`src/rtl/operand_stack.sv`:
```
// Operand stack for a small expression evaluator.
// The top two entries are visible combinationally; each cycle performs at
// most one operation: push, pop, replace top, pop two, or binary-op
// (consume two, write one). A failed operation leaves the stack unchanged
// and sets a sticky error flag.
module operand_stack #(
    parameter int WIDTH = 8,
    parameter int DEPTH = 16
) (
    input  logic                         clock,
    input  logic                         reset,
    input  logic [WIDTH-1:0]             wr_data,
    input  logic                         wr_en,
    input  logic                         re_en_a,
    input  logic                         re_en_b,
    input  logic                         clear_err,
    output logic [WIDTH-1:0]             re_data_a,
    output logic [WIDTH-1:0]             re_data_b,
    output logic [$clog2(DEPTH+1)-1:0]   count,
    output logic                         empty,
    output logic                         full,
    output logic                         overflow,
    output logic                         underflow,
    output logic                         illegal
);

    localparam int CW = $clog2(DEPTH + 1);
    localparam int IW = $clog2(DEPTH);

    logic [WIDTH-1:0] r_mem [DEPTH];
    logic [CW-1:0]    r_count;
    logic             r_overflow;
    logic             r_underflow;
    logic             r_illegal;

    logic [2:0]       w_op;
    logic             w_ge1;
    logic             w_ge2;
    logic             w_full;
    logic [IW-1:0]    w_push_idx;
    logic [IW-1:0]    w_top_idx;
    logic [IW-1:0]    w_sec_idx;
    logic [CW-1:0]    w_next_count;
    logic             w_mem_we;
    logic [IW-1:0]    w_mem_idx;
    logic             w_set_ovf;
    logic             w_set_udf;
    logic             w_set_ill;

    assign w_op   = {re_en_a, re_en_b, wr_en};
    assign w_ge1  = (r_count != CW'(0));
    assign w_ge2  = (r_count >= CW'(2));
    assign w_full = (r_count == CW'(DEPTH));

    // Index arithmetic is done modulo DEPTH: when count==DEPTH the low bits
    // are zero, so subtracting one still lands on the last entry.
    assign w_push_idx = r_count[IW-1:0];
    assign w_top_idx  = r_count[IW-1:0] - IW'(1);
    assign w_sec_idx  = r_count[IW-1:0] - IW'(2);

    // Decode the requested operation into next count, array write and error sets.
    always_comb begin
        w_next_count = r_count;
        w_mem_we     = 1'b0;
        w_mem_idx    = w_push_idx;
        w_set_ovf    = 1'b0;
        w_set_udf    = 1'b0;
        w_set_ill    = 1'b0;
        case (w_op)
            3'b000: begin
                w_next_count = r_count;
            end
            3'b001: begin
                if (w_full) begin
                    w_set_ovf = 1'b1;
                end else begin
                    w_mem_we     = 1'b1;
                    w_mem_idx    = w_push_idx;
                    w_next_count = r_count + CW'(1);
                end
            end
            3'b010: begin
                if (!w_ge1) begin
                    w_set_udf = 1'b1;
                end else begin
                    w_next_count = r_count - CW'(1);
                end
            end
            3'b011: begin
                if (!w_ge1) begin
                    w_set_udf = 1'b1;
                end else begin
                    w_mem_we  = 1'b1;
                    w_mem_idx = w_top_idx;
                end
            end
            3'b110: begin
                if (!w_ge2) begin
                    w_set_udf = 1'b1;
                end else begin
                    w_next_count = r_count - CW'(2);
                end
            end
            3'b111: begin
                if (!w_ge2) begin
                    w_set_udf = 1'b1;
                end else begin
                    w_mem_we     = 1'b1;
                    w_mem_idx    = w_sec_idx;
                    w_next_count = r_count - CW'(1);
                end
            end
            3'b100, 3'b101: begin
                w_set_ill = 1'b1;
            end
            default: begin
                w_set_ill = 1'b1;
            end
        endcase
    end

    // Array storage; contents are not reset since reads are masked by count.
    always_ff @(posedge clock) begin
        if (reset && w_mem_we) begin
            r_mem[w_mem_idx] <= wr_data;
        end
    end

    // Occupancy counter and sticky error flags; a new error wins over clear_err.
    always_ff @(posedge clock) begin
        if (!reset) begin
            r_count     <= '0;
            r_overflow  <= 1'b0;
            r_underflow <= 1'b0;
            r_illegal   <= 1'b0;
        end else begin
            r_count     <= w_next_count;
            r_overflow  <= (r_overflow  & ~clear_err) | w_set_ovf;
            r_underflow <= (r_underflow & ~clear_err) | w_set_udf;
            r_illegal   <= (r_illegal   & ~clear_err) | w_set_ill;
        end
    end

    assign re_data_b = w_ge1 ? r_mem[w_top_idx] : '0;
    assign re_data_a = w_ge2 ? r_mem[w_sec_idx] : '0;
    assign count     = r_count;
    assign empty     = !w_ge1;
    assign full      = w_full;
    assign overflow  = r_overflow;
    assign underflow = r_underflow;
    assign illegal   = r_illegal;

endmodule

```
`config.mk`:
```
export PLATFORM = sky130hd
export DESIGN_NAME = operand_stack
export DESIGN_NICKNAME = d
export VERILOG_FILES = /design/src/rtl/operand_stack.sv
export SDC_FILE = /design/constraint.sdc
export NUM_CORES = 1
export LEC_CHECK = 0
export CORE_MARGIN = 5
export CORE_UTILIZATION = 55
export CTS_CLUSTER_SIZE = 24
export DETAILED_ROUTE_END_ITERATION = 16
export GPL_TIMING_DRIVEN = 0
export PLACE_DENSITY = 0.79
export SETUP_SLACK_MARGIN = 0.4
export SLEW_MARGIN = 20
export SYNTH_ARGS = -nofsm -noshare
export SYNTH_HDL_FRONTEND = slang
export SYNTH_SLANG_ARGS = --single-unit
```
`constraint.sdc`:
```
create_clock -name clock -period 7.2 [get_ports clock]
set_input_delay 0.72 -clock clock [delete_from_list [all_inputs] [get_ports clock]]
set_output_delay 0.72 -clock clock [all_outputs]
set_load 0.05 [all_outputs]
```
======== Word level (Yosys, flattened, before mapping) ========
Memories as Yosys holds them, arrays and structs flattened.
Index checks and enable logic that the tools add are counted.
storage, ports and cells
  logic and storage cells ................. 60
  register bits ........................... 8
  memories ................................ 1
  memory bits (writable) .................. 128
  input bits .............................. 14
memories
  memory  words  bits a word  rd ports  clocked after memory_dff  write ports  RTL line  source
  r_mem   16     8            2         0                         1            30        logic [WIDTH-1:0] r_mem [DEPTH];
operators by class
  bitwise operators ....................... 7
  add/sub/neg operators ................... 5
  $lt $le $gt $ge ......................... 1
  muxes and demuxes ....................... 22
  equality and inequality tests ........... 12
  reductions and logical operators ........ 8
operators by type and width
  kind                   count
  $mux W5                4
  $pmux W5 S4            1
  $mux W8                2
  $eq A3 B3 Y1 const B   4
  $mux W1                10
  $mux W4                2
  $ne A2 B2 Y1 const B   4
  $pmux W4 S2            1
  $eq A3 B2 Y1 const B   2
  $reduce_or A2 Y1       3
  $add A5 B1 Y5 const B  1
  $eq A5 B5 Y1 const B   1
  $ge A5 B2 Y1 const B   1
  $reduce_and A5 Y1      1
  $reduce_bool A5 Y1     1
  $sub A5 B1 Y5 const B  1
  $sub A5 B2 Y5 const B  1
  $reduce_bool A4 Y1     1
  $sub A4 B1 Y4 const B  1
  $sub A4 B2 Y4 const B  1
  $and A1 B1 Y1          3
  $eq A3 B1 Y1 const B   1
  $or A1 B1 Y1           3
  $pmux W1 S3            1
  4 further kinds        4

======== Logic depth before layout (Yosys ltp) ========
  depth after elaboration ................. 6
  mapped depth ............................ 12
  gate-level depth less buffers ........... 9

======== Worst setup path after synthesis ========
Ideal clock, no wire load.
  path kind ............................... reg2out
  start point ............................. reg r_count[1] (netlist: count[1])
  end point ............................... out re_data_b[7]
  data arrival time ....................... 3.966 ns
  data required time ...................... 6.480 ns
  stages on the path, launching flop included .. 12
  path buffers ............................ 5
  slack ................................... 2.514 ns
  path through ............................ dfxtp_1 > buf_2 > buf_1 > inv_1 > ha_1 > buf_4 > buf_2 > buf_4 > mux4_2 > and2b_1 > a211oi_1 > a211oi_1
between the ends
  longest elaborated chain between the ends .. 3
  elaborated cells between the ends (all ways) .. 4
ends and longest elaborated chain
  what                    RTL line  source
  start, declared         31        logic [CW-1:0] r_count;
  start signal, assigned  137       r_count <= w_next_count;
  $sub A4 B1 Y4           58        assign w_top_idx = r_count[IW-1:0] - IW'(1);
  $mem_v2 Z16 W8          -
  $mux W8 (*)             144       assign re_data_b = w_ge1 ? r_mem[w_top_idx] : '0;
  end, declared           18        output logic [WIDTH-1:0] re_data_b,
Mark *: on every way between the ends. The rest lies on a longest branch, timed or not.

======== Worst setup path after layout ========
  start point ............................. reg r_count[1] (netlist: count[1])
  end point ............................... out re_data_b[3]
The elaborated chain is that of the path after synthesis.

==> flow_summary_export.csv <==
group,metric,value,unit
clock_network,post_cts_buffers,0,
timing,timing.setup.tns,0,ns
worst_setup_path,critPathLaunchType,"flip-flop",
clock_network,ctsLongestPathBuffers,2,
timing,slew-limit-headroom,0.241,
drt,drc,0,
worst_setup_path,r2r_end,"r_mem[12][3]",
synthesis,yosysTopAreaCellShare,0.543,
worst_setup_path,crit_family,"buffers and inverters",
synthesis,syn_nets,428,
worst_setup_path,cp.depth,11,
floorplan,die_w,123,um
clock_network,cts.htree.levels,4,
worst_setup_path,startpoint,"count[1]",
worst_setup_path,slowest_stage,"clkdlybuf4s50_1",
timing,slew_viol_final,0,
synthesis,synth_warnings,0,
clock_network,cts_tree,"yes",
timing,max_freq,0.175,GHz
synthesis,synth-edff-count,128,
placement,dp.cells,618,
floorplan,die_area,15200,um2
pwr,ir_drop,337,uV
grt,first_global_vias,4346,
floorplan,start_util,0.561,
clock_network,clk_latency,0.43,ns
clock_network,numCtsBuffers,17,
timing,period_needed,5.71,ns
placement,dpl.hpwl,12200,um
grt,grt.total_usage,0.258,
clock_network,cts.reportedPaths.clkPinSlew,0.06,ns
worst_hold_path,hold_path.class,"flip-flop to flip-flop",
drt,drt_iter0_drc,697,
worst_setup_path,cp_data_arrival_time,4.99,ns
grt,grt.overflow.total,0,
synthesis,yosysSeqAreaShare,0.566,
worst_setup_path,crit_buf_inv,6,
finish,n_fill_cell,868,
drt,viasPerCell,6.88,
timing,fin_skew,0.00767,ns
pwr,total_power,0.00379,W
clock_network,clockRootBuffer,"clkbuf_16",
floorplan,coreArea,12600,um2
worst_setup_path,slowest_delay,0.88,ns
placement,place.gp.congestion,0.940,
clock_network,postCtsHoldBufs,0,
drt,routed_wl,18400,um
status,status,"complete, no violations",
worst_setup_path,regToRegStartpoint,"count[1]",
placement,dpl-instance-area,7700,um2
drt,num_vias,4474,
worst_setup_path,r2r_cells,10,
synthesis,synthDistinctLibCells,60,
flow_run,maxCapViolCount,0,
worst_setup_path,cp_max_fo,10,
drt,drtAntennaViolNets,0,
finish,multi_input_area,2870,um2
finish,diodes,0,
synthesis,yosys-top-cells-area,"edfxtp_1, mux4_2, dfxtp_1",
timing,setup_viol,0,
synthesis,postSynthCellCount,405,
grt,grt_max_degree,17,
synthesis,synth_ff_type,"edfxtp_1",
synthesis,synth.avg_cell_area,17.5,um2
pwr,p_per_area,456,nW/um2
finish,nets,488,
finish,post-route-util,0.658,
floorplan,num_io_pins,40,
worst_hold_path,min-delay-start,"underflow",
synthesis,synthArstFlopShare,0,
timing,tightestPinTransition,1.13,ns
worst_setup_path,r2r_slack,2.49,ns
grt,grt_pass1_wl,27300,um
clock_network,clock-sinks,136,
worst_setup_path,required,6.48,ns
finish,area_growth,17.3,%
worst_setup_path,crit_path_frequent_cell,"a211oi_1",
synthesis,syn_area,7070,um2
finish,final_area,8300,um2
clock_network,cts_resized,0,
worst_setup_path,path_cells,"buf_2 -> buf_1 -> inv_1 -> ha_1 -> a21boi_1 -> xnor2_1 -> buf_6 -> buf_8 -> a211oi_1 -> a211oi_1 -> clkdlybuf4s50_1",
finish,seq_area,4000,um2
timing,rsz0062_at_grt,"false",
finish,drive_above_1_share,0.299,
floorplan,die_h,123,um
pwr,leakagePower,2.67,nW
placement,io_buffers,39,
drt,first_pass_iters,5,
grt,antenna_found_initial,0,
worst_setup_path,worstSetupEndpointType,"output port",
synthesis,ys_seq_elements,136,
finish,fin_cells,650,
timing,fin_crit_sh,0.792,
synthesis,synth_top_cell_by_area,"edfxtp_1",
timing,hold_violations,0,
worst_setup_path,path_class,"flip-flop to output port",
floorplan,rows,41,
worst_hold_path,holdPathStages,2,
worst_hold_path,holdPathEnd,"underflow",
drt,wl_per_cell,28.3,um
## placed cells by master (no fill, tap or decap), types with 3 or more instances in the layout
cell type / count
edfxtp_1: 128
mux4_2: 72
clkdlybuf4s50_1: 39
a211oi_1: 18
clkbuf_16: 17
and2_1: 14
nor2b_1: 14
nor2_1: 13
buf_2: 9
mux2i_1: 8
ha_1: 8
dfxtp_1: 8
buf_4: 7
inv_1: 7
nand2_1: 7
a21oi_1: 7
clkinv_4: 6
buf_6: 5
clkbuf_1: 5
nand2b_1: 4
xnor2_1: 4
a31oi_1: 4
nand4_1: 4
nand3_1: 3
and2b_1: 3
o21ai_0: 3
a311oi_1: 3
a211oi_2: 3
## worst max-delay path by stage
stage / to
after floorplan: re_data_b[7]
after global placement: re_data_b[2]
after detailed placement: re_data_b[7]
after CTS: re_data_b[7]
after global routing: re_data_b[1]
final: re_data_b[3]
## tightest hold or removal path, cell delays in order (launching register included)
cell      delay [ns]
dfxtp_1         0.31
nand2b_1        0.07
a21oi_1         0.06
## metal layers
layer / wire length [um] / up-vias / global-route usage
met5: 0 / - / 0
met4: 499 / 0 / 0.0844
met3: 1970 / 47 / 0.0686
met2: 9010 / 314 / 0.403
met1: 6900 / 2286 / 0.359
li1: - / 1827 / -
## final cells by class
type | instances | area share
plain buffers | 27 | 0.0217
clock buffers | 17 | 0.0513
clock inverters | 15 | 0.0205
inverters | 7 | 0.00317
multi-input cells | 235 | 0.346
flip-flops and latches | 136 | 0.482
well taps | 172 | 0.0259
repair buffers | 41 | 0.0488
## flip-flops by register name (all words and copies together), names as in the netlist
signal and count:
count 5, illegal 1, overflow 1, r_mem 128
underflow 1
## cell families after synthesis
| logic type | share of synthesized area |
|---|---|
| compound gates | 0.0593 |
| xor+xnor | 0.0131 |
| fa+ha+maj | 0.0170 |
| buf+inv | 0.0292 |
| flops | 0.566 |
| mux | 0.241 |
| simple gates | 0.0750 |
## synthesized netlist by cell type, types with 8 or more instances
cell	count
edfxtp_1	128
mux4_2	72
nor2b_1	14
nor2_1	13
a211oi_1	18
and2_1	14
dfxtp_1	8
ha_1	8
buf_2	9
mux2i_1	8
## per-stage QoR
step,worst slack (ns),hold slack (ns)
floorplan,2.51,0.690
CTS,1.51,0.495
finish,1.49,0.486
global placement,2.06,0.457
global route,1.23,0.522
detailed placement,1.98,0.487
## report_power, final
part           switching (W)  internal, W
registers          0.0000262     0.000897
logic                0.00120     0.000789
clock network       0.000355     0.000518
Note: power is estimated with default switching activity, not from simulation.
